===== config.mk =====
export PLATFORM = sky130hd
export DESIGN_NAME = e_mat_div
export DESIGN_NICKNAME = d
export VERILOG_FILES = /design/src/rtl/e_mat_div.sv
export SDC_FILE = /design/constraint.sdc
export NUM_CORES = 1
export LEC_CHECK = 0
export BUFFER_PORTS_ARGS = -buffer_cell sky130_fd_sc_hd__buf_2
export CORE_MARGIN = 1.5
export CORE_UTILIZATION = 52
export DETAILED_ROUTE_END_ITERATION = 6
export PLACE_DENSITY = 0.81
export SYNTH_ARGS = -nofsm -noshare
export SYNTH_HDL_FRONTEND = slang
export SYNTH_SLANG_ARGS = --single-unit

===== constraint.sdc =====
create_clock -name clk -period 13.5 [get_ports clk]
set_clock_uncertainty 0.2 [all_clocks]
set_input_delay 0 -clock clk [delete_from_list [all_inputs] [get_ports clk]]
set_output_delay 0 -clock clk [all_outputs]
set_load 0.05 [all_outputs]

===== src/rtl/e_mat_div.sv =====
// e_mat_div: elementwise 3x3 unsigned matrix divider.
//   Q[i][j] = A[i][j] / B[i][j], R[i][j] = A[i][j] % B[i][j]. Nine restoring
//   dividers run in lockstep, one quotient bit per clock, MSB first.
// Ports:
//   clk, rst                 clock (rising edge), async active-high reset
//   in_valid/in_ready, A, B  operand handshake; packed 9*DW, [0][0] in MSB slice
//   out_valid/out_ready      result handshake
//   Q, R                     quotient / remainder, same packing as A/B
//   dz                       per-element divide-by-zero, bit 8 = [0][0]

// One division lane. Holds the dividend shifter, divisor, partial remainder
// and quotient shifter for a single matrix element.
module e_mat_div_lane #(
  parameter int DW = 8
) (
  input  logic          clk,
  input  logic          rst,
  input  logic          load,
  input  logic          step,
  input  logic [DW-1:0] a,
  input  logic [DW-1:0] b,
  output logic [DW-1:0] q,
  output logic [DW-1:0] r,
  output logic          bz
);
  logic [DW-1:0] a_sh, b_r, rem;
  logic [DW:0]   rem_sh, diff;
  logic          ge;

  // Partial remainder after shifting in the next dividend bit is DW+1 bits.
  // Since rem < b (or b == 0 with rem a dividend prefix), the difference
  // always fits DW+1 bits signed, so its top bit is the borrow.
  always_comb begin
    rem_sh = {rem, a_sh[DW-1]};
    diff   = rem_sh - {1'b0, b_r};
    ge     = ~diff[DW];
  end

  always_ff @(posedge clk or posedge rst) begin
    if (rst) begin
      a_sh <= '0;
      b_r  <= '0;
      rem  <= '0;
      q    <= '0;
      bz   <= 1'b0;
    end else if (load) begin
      a_sh <= a;
      b_r  <= b;
      rem  <= '0;
      q    <= '0;
      bz   <= (b == '0);
    end else if (step) begin
      a_sh <= {a_sh[DW-2:0], 1'b0};
      rem  <= ge ? diff[DW-1:0] : rem_sh[DW-1:0];
      q    <= {q[DW-2:0], ge};
    end
  end

  assign r = rem;
endmodule

module e_mat_div #(
  parameter int DW = 8
) (
  input  logic            clk,
  input  logic            rst,
  input  logic            in_valid,
  output logic            in_ready,
  input  logic [9*DW-1:0] A,
  input  logic [9*DW-1:0] B,
  output logic            out_valid,
  input  logic            out_ready,
  output logic [9*DW-1:0] Q,
  output logic [9*DW-1:0] R,
  output logic [8:0]      dz
);
  localparam int CW = (DW > 1) ? $clog2(DW) : 1;

  typedef enum logic [1:0] {IDLE, DIV, DONE} state_t;
  state_t state, nstate;

  logic [CW-1:0] cnt;
  logic          fin;     // all DW bits done; next edge captures the result
  logic          load, step;

  // Lane k maps to packed slice k, so lane 8 is element [0][0].
  logic [8:0][DW-1:0] a_m, b_m, q_m, r_m;
  logic [8:0]         bz_m;

  assign a_m  = A;
  assign b_m  = B;
  assign load = (state == IDLE) && in_valid;
  assign step = (state == DIV) && !fin;

  for (genvar k = 0; k < 9; k++) begin : g_lane
    e_mat_div_lane #(.DW(DW)) u_lane (
      .clk (clk),
      .rst (rst),
      .load(load),
      .step(step),
      .a   (a_m[k]),
      .b   (b_m[k]),
      .q   (q_m[k]),
      .r   (r_m[k]),
      .bz  (bz_m[k])
    );
  end

  always_ff @(posedge clk or posedge rst) begin
    if (rst) state <= IDLE;
    else     state <= nstate;
  end

  always_comb begin
    nstate    = state;
    in_ready  = 1'b0;
    out_valid = 1'b0;
    case (state)
      IDLE: begin
        in_ready = 1'b1;
        if (in_valid) nstate = DIV;
      end
      DIV:  if (fin) nstate = DONE;
      DONE: begin
        out_valid = 1'b1;
        if (out_ready) nstate = IDLE;
      end
      default: nstate = IDLE;
    endcase
  end

  // The extra capture cycle after the last bit puts out_valid DW+1 edges
  // after acceptance; outputs then hold until the next capture.
  always_ff @(posedge clk or posedge rst) begin
    if (rst) begin
      cnt <= '0;
      fin <= 1'b0;
      Q   <= '0;
      R   <= '0;
      dz  <= '0;
    end else if (load) begin
      cnt <= CW'(DW-1);
      fin <= 1'b0;
    end else if (state == DIV) begin
      if (!fin) begin
        cnt <= cnt - 1'b1;
        if (cnt == '0) fin <= 1'b1;
      end else begin
        Q  <= q_m;
        R  <= r_m;
        dz <= bz_m;
      end
    end
  end
endmodule


Yosys cells after proc, flatten, opt, wreduce, memory -nomap -nowiden
Cells that the tools add are included.
{ "word_totals": {"inputBits": 148, "reg_bits": 456} }
{ "classes": {"n_bitwise": 10, "addsub": 10, "n_mux": 76, "n_eq_ne": 6, "n_reduce_logical": 19} }
{ "op_table": {"columns": ["op", "n"], "rows": [
  ["$mux 8", 63],
  ["$sub 9x8->9", 9],
  ["$logic_not 8->1", 9],
  ["$not 1->1", 10],
  ["$mux 3", 3],
  ["$mux 1", 6],
  ["$mux 2", 3],
  ["$ne 2x2->1 const B", 3],
  ["$pmux 2 s3", 1],
  ["$reduce_and 3->1", 2],
  ["$reduce_bool 2->1", 2],
  ["$logic_not 3->1", 1],
  ["$sub 3x1->3 const B", 1],
  ["$eq 2x1->1 const B", 1],
  ["$eq 2x2->1 const B", 1],
  ["$logic_and 1x1->1", 2],
  ["$logic_not 2->1", 1],
  ["$ne 2x1->1 const B", 1],
  ["$reduce_and 2->1", 1],
  ["$logic_not 1->1", 1]
]} }

Logic depth before layout (Yosys ltp)
Gate-level depths: netlist (run 1).
{ "logic_depth": {"ltp_word": 5, "ltp_mapped": 10, "depth_no_buf": 9} }

Modules after synthesis
Synthesis (run 1) repeated with hierarchy kept, for this count alone.
{ "unflattened": {"hier_cells": 2118, "area_unflattened_um2": 23117.2} }
{ "modules_own_cells": {"columns": ["mod", "cells_per_inst", "instances", "area_each_um2", "seq_area_each_um2"], "rows": [
  ["e_mat_div_lane (g_lane[5].u_lane ...)", 208, 4, 1935.6, 825.8],
  ["e_mat_div", 360, 1, 6232.2, 3978.8],
  ["e_mat_div_lane (g_lane[2].u_lane ...)", 186, 3, 1810.5, 825.8],
  ["e_mat_div_lane (g_lane[1].u_lane)", 190, 1, 1873.0, 825.8],
  ["e_mat_div_lane (g_lane[0].u_lane)", 178, 1, 1838.0, 825.8]
]} }

Worst setup path after synthesis (run 1)
OpenSTA, ideal clock, no wires.
{ "synth_path": {"kind": "reg-to-reg", "start": "register g_lane[7].u_lane.a_sh[7]", "end": "register g_lane[7].u_lane.rem[0]", "path_stages_with_launch": 10, "period_less_slack_ps": 2726, "required_time_ps": 13179, "setup_time_ps": 121, "arrival_time_ps": 2405, "path_buffers": 0, "slack_ps": 10774, "path_cell_list": "dfrtp_1 > inv_1 > ha_1 > fa_1 > nor2b_4 > o2111a_1 > o311a_1 > a2111oi_4 > mux2i_1 > a22o_1"} }
{ "synth_via": {"elab_chain_len": 4} }
{ "synth_lines": {"columns": ["element", "line_no", "source"], "rows": [
  ["from (decl)", "26", "logic [DW-1:0] a_sh, b_r, rem;"],
  ["from (signal assigned)", "53", "a_sh <= {a_sh[DW-2:0], 1'b0};"],
  ["$sub 9x8->9", "35", "diff = rem_sh - {1'b0, b_r};"],
  ["$mux 8 *", "54", "rem <= ge ? diff[DW-1:0] : rem_sh[DW-1:0];"],
  ["$mux 8 *", "52", "end else if (step) begin"],
  ["$mux 8 *", "46", "end else if (load) begin"],
  ["to (signal assigned)", "54", null],
  ["to (decl)", "26", null]
]} }
Every way passes the cells marked *; elsewhere a longest branch is shown, timed or not. The select of a mux whose other input is x is not followed.
A chain may end at the register's enable or synchronous reset.

==> results.md, run 1 <==
- Placed inst area: approximately 0.023 mm^2
- Port buffer count: 302
- Reg2reg start: g_lane[0].u_lane.b_r[0]
- Final hold violations: 0
- Max Cap Viol: 0
- Place WS: between 10000 and 15000 ps
- Synth Flop Type: dfrtp_1
- List of most frequent post-synthesis cells: 456 x dfrtp_1, 409 x nand2_1, 146 x o21ai_0
- Met3 Wirelength: approximately 4.2 mm
- Worst vdd ir: 0.250 mV
- Crit Path Category: input port to async pin
- Slew margin rel.: 0.244
- Adder-Cell Fraction of Synth Area: 0.0524
- Largest family of logic cells by synthesized area: compound AO/OA/AOI/OAI gates
- GR Overflow Total: 0
- Seq cells post-synth: about 460
- Mean post-synth cell area: roughly 11 um^2
- Final instance area: approximately 0.027 mm^2
- CP delay by family, top: buffers and inverters
- Power per cell area: ~300 mW/mm^2
- Total Routed Length: roughly 62 mm
- Antenna violations before repair: 4
- Multiplexer share of the synthesized area: 0.100
- Final nets: approximately 2700
- Syn Inst Count: around 2000
- Chip width: ~200 um
- Dpl cells: about 2700
- Root Buffer: clkbuf_16
- Crit. End Element: async pin
- Hold crit path type: input port to register
- Post-layout util: 0.684
- Max H-tree Level: 2
- Syn Nets: about 2200
- I/O pin count: around 300
- Sequential Power Share: 0.294
- Worst-path cell chain: dlygate4sd3_1 > buf_2 > dlygate4sd3_1 > inv_8 > buf_12 > buf_4
- Post-Layout Cell Count: approximately 3100
- Mapped cell area: 0.0211 mm^2
- CP Launch Type: input port
- Vias per std cell: a little under 6
- Pin count of the biggest net entering global routing: between 200 and 300
- HP Start: B[13]
- Vias in the first global route: around 19000
- Antenna-violating nets left: 0
- Area contributors post-synth: dfrtp_1 54%, mux2_2 7.6%, nand2_1 7.3%
- Sequential fraction of the synthesis area: 0.541
- Max Fclk: a little under 300 MHz
- All-layer global routing usage: 0.297
- Clock power share: 0.172
- Unrepaired setup endpoints after global routing: false
- Worst path max stage delay: 960 ps
- Multi-input logic area: 0.00895 mm^2
- Slew @ Worst Pin: roughly 1100 ps
- Period utilization: 0.254
- Top layer used by detailed routing: met5
- Critical path peak fanout: between 150 and 200
- Residual DRC count: 0
- Critical Path AT: roughly 3800 ps
- Worst setup margin: between 10000 and 15000 ps
- Post-synthesis cell type count: 57
- Most used cell, CP: dlygate4sd3_1
- Total clock buffers created by CTS: approximately 50
- Post-synth EDFFs: 0
- TritonCTS clock tree: done
- Lkg Pwr: ~0.013 uW
- Ys async rst share: 1.00
- Initial Utilization: 0.528
- Layout Area Growth over Synthesis: 29.4%
- Worst Setup SP: rst
- Share of cells above drive strength 1: 0.216
- RD Place Congestion: ~0.90
- Vias: around 18000
- Final setup fails: 0
- Met1 WL: approximately 24 mm
- HPWL Detailed: roughly 34 mm
- Iter 0 DRT Violations: between 1000 and 1500
- Clock Pin Slew Worst Setup and Hold Paths: approximately 60 ps
- Sequential Area: around 0.011 mm^2
- Final Max Slew Viols: 0
- Status: completed
- # rows: 73
- Most area-hungry cell type in the Yosys netlist: dfrtp_1
- Met2 routed WL: ~30 mm
- Fillers: 2712
- Wire length of the first global-routing pass: about 98 mm
- P_sw: 3710 uW
- CP bufs+invs: 6
- Combinational fraction of design power: 0.535
- Critical path required time: 13840 ps
- Xor/xnor cell area share of the yosys netlist: 0.0183
- Synth warn: 0
- Post-synthesis compound-gate area fraction: 0.141
- Slowest-stage cell, CP: buf_4
- Post-synth top area share: 0.541
- Switch share: 0.458
- Clk buf depth: 3
- TritonRoute pass-1 iters: 5
- DIE AREA: approximately 0.042 mm^2
- Setup Total Neg Slack: 0 ps
- Die Span Y: 204 um
- Minimum clock period: approximately 3400 ps
- Clk sinks: approximately 460
- Most common cell in the netlist: dfrtp_1
- Core Footprint: around 0.04 mm^2
- P_int: around 4400 uW
- Clk_lat worst skew: roughly 590 ps
- WL/cell: ~20 um
- Post-Synth Simple-Gate Area: 0.111
- Cts repair resizes: 0
-- registers in the layout, summed over array words and instances, names as in the netlist --
register	flops
Q	72
R	72
cnt	3
dz	9
fin	1
g_lane.u_lane.a_sh	72
g_lane.u_lane.b_r	72
g_lane.u_lane.bz	9
g_lane.u_lane.q	72
g_lane.u_lane.r	72
state	2
-- worst register-to-register path, delay by kind of cell (launching register included) --
family	cells	cell delay (ps)
AOI/OAI and AO/OA	4	1220
adders and majority gates	2	700
DFF	1	380
muxes	1	260
and+or+nand+nor	1	210
-- cell usage in the layout, fill, tap and decap left out, types with 41 or more instances in the layout --
cell	n
dlygate4sd3_1	262
clkbuf_16	51
a22o_1	47
a21oi_1	83
nand2_1	409
inv_1	94
a22oi_1	63
buf_2	302
nor2_1	41
mux2i_1	52
ha_1	74
o21ai_0	146
dfrtp_1	456
mux2_2	142
-- worst paths after layout --
check	endpoint	slack (ps)	cells after the start
setup / recovery	g_lane[3].u_lane.q[0]	10070	6
max in group clk	g_lane[0].u_lane.r[2]	10350	8
setup reg to reg	g_lane[0].u_lane.r[2]	10350	8
hold reg to reg	g_lane[0].u_lane.a_sh[5]	270	2
min in group asynchronous	Q[51]	520	4
hold / removal	g_lane[1].u_lane.b_r[5]	20	4
-- final cells by class --
class / count / area share
sequential: 456 / 0.418
multi-input combinational: 1333 / 0.328
timing repair buffer: 575 / 0.156
clock buffer: 68 / 0.0517
tap: 525 / 0.0241
inverter: 95 / 0.0133
clock inverter: 20 / 0.00880
antenna: 4 / 0.000367
-- kinds of logic (layout without fill, tap and decap cells) --
logic type / Yosys count / in the layout
adder cells (fa/ha/maj): 83 / 83
multiplexers: 194 / 194
flip-flops: 456 / 456
AO/OA/AOI/OAI: 455 / 455
XOR/XNOR: 44 / 44
buffers and inverters: 202 / 758
AND/OR/NAND/NOR: 557 / 557
other: 0 / 4
-- layer usage --
metal	vias to the layer above	GRT usage
met5	-	0
met4	2	0.166
met3	238	0.0550
met2	883	0.493
met1	8861	0.367
li1	7945	-
-- through the flow --
| stage | power, uW | hold slack (ps) |
|---|---|---|
| after floorplan | 5530 | -94.6 |
| after global placement | 6300 | 14.8 |
| after detailed placement | 6500 | 21.7 |
| after CTS | 7980 | 1.96 |
| after global routing | 8590 | 28.4 |
| final | 8090 | 16.2 |
-- power groups by stage --
stage          clock (uW)  combinational (uW)  sequential (uW)
2_1_floorplan           0                2690             2830
3_3_place_gp            0                3970             2330
3_5_place_dp            0                4140             2360
4_1_cts              1400                4230             2340
5_1_grt              1470                4690             2440
6_report             1390                4320             2380
-- timing repair --
| action | CTS | global route |
|---|---|---|
| setup buffers | 0 | 0 |
| hold endpoints to repair | 278 | 0 |
| hold buffers | 262 | 0 |
| setup endpoints to repair | 0 | 0 |
No activity file was read; power rests on OpenSTA's default activity.
==> inputs of run 2 (changes only) <==
Settings changed: CORE_UTILIZATION 52 to 58, PLACE_DENSITY 0.81 to 0.86.
Clock period 13.5 ns to 3.35 ns, I/O delays scaled along.
==> run 2 against run 1 <==
Effect of this change: the flow now finishes with violations (DRC); critical path depth up 1; setup slack lost 9800 ps; flip-flop and latch count unchanged.
==> results.md, run 2 (synthesized netlist as in run 1, its figures left out) <==
- Unrepaired setup endpoints after global routing: false
- Critical path peak fanout: 12
- Max Cap Viol: 0
- # rows: 69
- Final Power: approximately 33000 uW
- Hold_buf cts: between 200 and 250
- Cts repair resizes: 0
- Met3 Wirelength: between 5 and 6 mm
- Total clock buffers created by CTS: 47
- Placed inst area: approximately 0.023 mm^2
- Core Footprint: around 0.036 mm^2
- TritonCTS clock tree: done
- Initial Utilization: 0.592
- End of the critical path: g_lane[5].u_lane.r[3]
- Status: complete, but fails checks
- Multi-input logic area: around 0.009 mm^2
- Vias per std cell: around 6
- Pin count of the biggest net entering global routing: 159
- Slew @ Worst Pin: between 1000 and 1500 ps
- Worst setup margin: between 200 and 300 ps
- WP depth: 7
- Clk buf depth: 3
- Setup Buffers After CTS: 0
- Clock power share: 0.166
- Critical R2R Capture: g_lane[5].u_lane.r[3]
- Setup Total Neg Slack: 0 ps
- Post-Layout Cell Count: ~3000
- Most common cell after layout, fill and taps aside: dfrtp_1
- Reg-to-reg setup timing slack: roughly 290 ps
- Clk sinks: ~460
- WL/cell: 21.1 um
- Critical path required time: roughly 3600 ps
- Final nets: 2714
- Lkg Pwr: between 0.01 and 0.015 uW
- Total Routed Length: 62.9 mm
- Slowest-stage cell, CP: o311ai_0
- Power per cell area: between 1000 and 1500 mW/mm^2
- Worst-path cell chain: ha_1 > fa_1 > nand2b_1 > a211oi_1 > or4_1 > nand3_1 > o311ai_0
- Period utilization: 0.915
- Root Buffer: clkbuf_16
- Reg2reg start: g_lane[5].u_lane.b_r[0]
- Max Fclk: 326 MHz
- Vias in the first global route: 18800
- Clock Pin Slew Worst Setup and Hold Paths: about 60 ps
- Vias: roughly 18000
- Share of cells above drive strength 1: 0.224
- Final setup fails: 0
- Crit Path Category: register to register
- All-layer global routing usage: 0.339
- Wire length of the first global-routing pass: around 100 mm
- Sequential Power Share: 0.293
- Clk_lat worst skew: ~560 ps
- Residual DRC count: 34
- Met2 routed WL: between 30 and 40 mm
- Final Max Slew Viols: 0
- Max H-tree Level: 2
- Minimum clock period: a little over 3000 ps
- Hold crit path type: input port to register
- Final hold violations: 0
- Worst vdd ir: 0.826 mV
- Met1 WL: 23.5 mm
- Layout Area Growth over Synthesis: 27.8%
- Chip width: 194 um
- Slew margin rel.: 0.312
- I/O pin count: between 300 and 400
- HPWL Detailed: approximately 35 mm
- Top layer used by detailed routing: met5
- Final instance area: 0.0269 mm^2
- Worst path max stage delay: 550 ps
- CP bufs+invs: 0
- Iter 0 DRT Violations: 1459
- Sequential Area: approximately 0.011 mm^2
- Critical Path AT: ~3300 ps
- Fillers: between 2000 and 2500
- Failing checks: DRC
- Dpl cells: between 2000 and 3000
- RD Place Congestion: approximately 0.9
- Combinational fraction of design power: 0.541
- Worst Setup SP: g_lane[5].u_lane.b_r[0]
- CP Launch Type: register
- CP delay by family, top: compound AO/OA/AOI/OAI gates
- Antenna-violating nets left: 0
- Cells on worst reg2reg path: 7
- GR Overflow Total: 0
- Switch share: 0.461
- Port buffer count: between 300 and 400
- Place WS: 429 ps
- Commonest cells after routing, fill and taps aside: 456 x dfrtp_1, 409 x nand2_1, 302 x buf_2
- TritonRoute pass-1 iters: 7
- Crit. End Element: register
- P_sw: between 15000 and 20000 uW
- Die Span Y: approximately 190 um
- P_int: ~18000 uW
- Antenna violations before repair: 7
- DIE AREA: around 0.038 mm^2
==> run 2: cell types whose count changed in the layout (fill, tap and decap cells not counted) <==
cell	before	now
buf_4	8	14
bufinv_16	5	6
clkbuf_1	10	5
diode_2	4	6
clkbuf_16	51	47
dlygate4sd3_1	262	224
inv_8	2	0
clkbuf_8	7	8
buf_12	3	10
clkinvlp_4	2	4
clkinv_4	0	1
==> run 2: layer usage <==
metal | global-route usage | vias up
li1 | - | 7905
met1 | 0.408 | 8817
met2 | 0.572 | 967
met3 | 0.0713 | 276
met4 | 0.189 | 2
met5 | 0 | -
==> run 2: tightest hold or removal path, cell delays in order <==
cell	delay [ps]
dlygate4sd3_1	530
buf_2	120
nand2_1	40
o21ai_0	60
==> run 2: cell type report <==
class | instances | share of cell area
flip-flops and latches | 456 | 0.423
multi-input cells | 1333 | 0.332
repair buffers | 550 | 0.151
clock buffers | 60 | 0.0484
well taps | 461 | 0.0214
inverters | 95 | 0.0134
clock inverters | 22 | 0.0102
diodes | 6 | 0.000557
==> run 2: worst min path at each step <==
stage	from	to	slack [ps]	cells after the start
3_5_place_dp	rst	g_lane[1].u_lane.q[6]	-120	2
6_report	B[53]	g_lane[6].u_lane.b_r[5]	30	4
2_1_floorplan	B[0]	g_lane[0].u_lane.b_r[0]	-90	2
3_3_place_gp	rst	g_lane[1].u_lane.q[6]	-130	2
5_1_grt	B[59]	g_lane[7].u_lane.b_r[3]	30	4
4_1_cts	B[66]	g_lane[8].u_lane.b_r[2]	0.2	4
==> run 2: metrics by stage <==
stage,hold slack (ps),util
after floorplan,-94.6,-
after global placement,-131,0.648
after detailed placement,-120,0.648
after CTS,0.159,0.755
after global routing,34.9,0.756
final,27.6,0.756
==> run 2: power groups by stage <==
stage	combinational [uW]	clock, uW	sequential [uW]
global route	19100	5710	9860
floorplan	10900	0	11400
global placement	16100	0	9370
CTS	17100	5450	9450
detailed placement	16800	0	9500
finish	17700	5440	9620
==> inputs of run 3 (changes only) <==
Settings changed: ABC_AREA set to 1, CELL_PAD_IN_SITES_DETAIL_PLACEMENT set to 1, CELL_PAD_IN_SITES_GLOBAL_PLACEMENT set to 2, CORE_UTILIZATION 58 to 34, PLACE_DENSITY 0.86 to 0.84.
==> run 3 against run 2 <==
Effect of this change: the flow now finishes without violations; critical path depth rose by 1; cell count is 38% higher; largest power group unchanged; synthesized cell count grew 36%; routed wire length up 17%; non-clock buffer count up 5; combinational power increased by 9%; sequential power barely moved; die area is 77% higher; design area grew 6.2%; clock power up 8.3%; first-iteration DRC count shrank 35%.
==> results.md, run 3 <==
- Max H-tree Level: 2
- Mean post-synth cell area: roughly 8.2 um^2
- Worst vdd ir: around 1.0 mV
- HP Start: B[61]
- Antenna violations before repair: 5
- CP bufs+invs: 4
- Die Span Y: 258 um
- Lkg Pwr: between 0.015 and 0.02 uW
- P_int: roughly 17000 uW
- Total Routed Length: between 70 and 80 mm
- DIE AREA: 0.0666 mm^2
- Syn Nets: ~2900
- I/O pin count: 303
- Crit. End Element: register
- Layout Area Growth over Synthesis: 29.4%
- Crit Path Category: register to register
- Most used cell, CP: nand3_1
- Ys async rst share: 1.00
- Seq cells post-synth: 456
- Minimum clock period: around 2700 ps
- Sequential Power Share: 0.277
- Status: completed
- Post-synth EDFFs: 0
- Reg-to-reg setup timing slack: just over 600 ps
- Critical Path AT: between 3000 and 4000 ps
- Placed inst area: about 0.025 mm^2
- Vias: slightly above 20000
- Worst Hold End: g_lane[7].u_lane.b_r[5]
- Worst-path cell chain: inv_1 > nor2_2 > inv_2 > nor2_4 > buf_12 > nand3_1 > nand3_1 > dlygate4sd3_1
- Max Fclk: ~360 MHz
- Hold crit path type: input port to register
- Reg2reg start: state[0]
- Initial Utilization: 0.344
- Power per cell area: about 1200 mW/mm^2
- Critical path peak fanout: about 160
- Commonest cells after routing, fill and taps aside: 911 x nand2_1, 456 x dfrtp_1, 417 x inv_1
- Vias per std cell: a little under 5
- TritonRoute pass-1 iters: 5
- Max Cap Viol: 0
- Port buffer count: ~300
- Slew margin rel.: 0.265
- Residual DRC count: 0
- Final hold slack: 31.6 ps
- List of most frequent post-synthesis cells: 913 x nand2_1, 456 x dfrtp_1, 419 x inv_1
- Core Footprint: roughly 0.064 mm^2
- Area contributors post-synth: dfrtp_1 52%, nand2_1 15%, inv_1 7.1%
- Number of cells on the worst hold path: 4
- Switch share: 0.501
- Final nets: about 3400
- Synth warn: 0
- Most common cell in the netlist: nand2_1
- Clk buf depth: 3
- Vias in the first global route: 21800
- HPWL Detailed: between 40 and 50 mm
- Setup Buffers After CTS: 0
- Critical R2R Capture: g_lane[4].u_lane.a_sh[4]
- Total clock buffers created by CTS: 52
- Antenna-violating nets left: 0
- Post-synth top area share: 0.516
- GR Overflow Total: 0
- Post-synthesis cell type count: 35
- RD Place Congestion: between 0.8 and 0.9
- Fillers: just under 8000
- Syn Inst Count: around 2700
- Unrepaired setup endpoints after global routing: false
- Most common cell after layout, fill and taps aside: nand2_1
- TritonCTS clock tree: done
- Combinational fraction of design power: 0.554
- Critical path required time: between 3000 and 4000 ps
- Period utilization: 0.819
- Final instance area: around 0.029 mm^2
- WL/cell: 17.9 um
- Share of cells above drive strength 1: 0.136
- Final setup fails: 0
- P_sw: about 17000 uW
- Synth Flop Type: dfrtp_1
- Slowest-stage cell, CP: buf_12
- Slew @ Worst Pin: about 1100 ps
- Cells on worst reg2reg path: 8
- CP Launch Type: register
- Clock power share: 0.169
- All-layer global routing usage: 0.223
- CP delay by family, top: buffers and inverters
- Clk sinks: 456
- Chip width: 258 um
- # rows: 93
- Pin count of the biggest net entering global routing: 162
- Iter 0 DRT Violations: 953
- Final hold violations: 0
- Most area-hungry cell type in the Yosys netlist: dfrtp_1
- Mapped cell area: 0.0221 mm^2
- Wire length of the first global-routing pass: 119 mm
- Root Buffer: clkbuf_16
- Clock Pin Slew Worst Setup and Hold Paths: 60 ps
- Final Max Slew Viols: 0
- Sequential fraction of the synthesis area: 0.516
- Clk_lat worst skew: 600 ps
- Worst path max stage delay: approximately 640 ps
==> run 3: worst max-delay path by stage <==
stage                                   startpoint                  endpoint  slack [ps]  cells past startpoint
after floorplan                                rst                      Q[0]       -3020                      1
after global placement    g_lane[6].u_lane.a_sh[7]     g_lane[6].u_lane.r[6]         810                     13
after detailed placement  g_lane[1].u_lane.a_sh[7]     g_lane[1].u_lane.r[5]         750                     13
after CTS                                 state[0]  g_lane[4].u_lane.a_sh[3]         690                     10
after global routing                      state[0]  g_lane[4].u_lane.a_sh[3]         430                     10
final                                     state[0]  g_lane[4].u_lane.a_sh[4]         610                      8
==> run 3: what timing repair did <==
action,CTS,global route
hold endpoints to repair,667,0
resized for setup,0,0
hold buffers,232,0
==> run 3: cells by family after synthesis <==
kind of cell,count (synthesis),share of synthesized area
AO/OA/AOI/OAI,381,0.0958
XOR/XNOR,27,0.0107
adder cells (fa/ha/maj),83,0.0500
buffers and inverters,531,0.0950
flip-flops,456,0.516
multiplexers,8,0.00407
AND/OR/NAND/NOR,1227,0.229
==> run 3: layer usage <==
metal	track usage	part of all wire	vias to the layer above
met5	0	0	-
met4	0.0815	0.035	0
met3	0.0344	0.038	152
met2	0.379	0.48	415
met1	0.288	0.44	9991
li1	-	-	9552
==> run 3: power by group through the flow <==
stage          clock [uW]  combinational [uW]  sequential (uW)
5_1_grt              6250               21800             9950
2_1_floorplan           0               11400            12000
6_report             5890               19300             9630
4_1_cts              6040               19400             9610
3_5_place_dp            0               19100             9670
3_3_place_gp            0               18400             9580
==> run 3: tightest hold or removal path: stages <==
cell and delay [ps]:
dlygate4sd3_1 510, buf_2 90, inv_1 40, o21ai_0 140
==> run 3: layout make-up <==
class	count	area, um^2	share of cell area
Antenna cell	5	12.5	0.000437
Clock buffer	70	1470	0.0513
Clock inverter	23	293	0.0102
Inverter	422	1590	0.0557
Multi-Input combinational cell	1726	8620	0.301
Sequential cell	456	11400	0.399
Tap cell	855	1070	0.0374
Timing Repair Buffer	555	4140	0.145
==> run 3: through the flow <==
stage           util  power, uW  setup slack (ps)  TNS (ps)  std cells
2_1_floorplan      -      23400             -3020  -1376680       2713
5_1_grt        0.445      38000               431         0       4111
3_3_place_gp   0.381      27900               807         0       3782
6_report       0.445      34800               608         0       4112
4_1_cts        0.444      35100               690         0       4107
3_5_place_dp   0.381      28700               749         0       3782
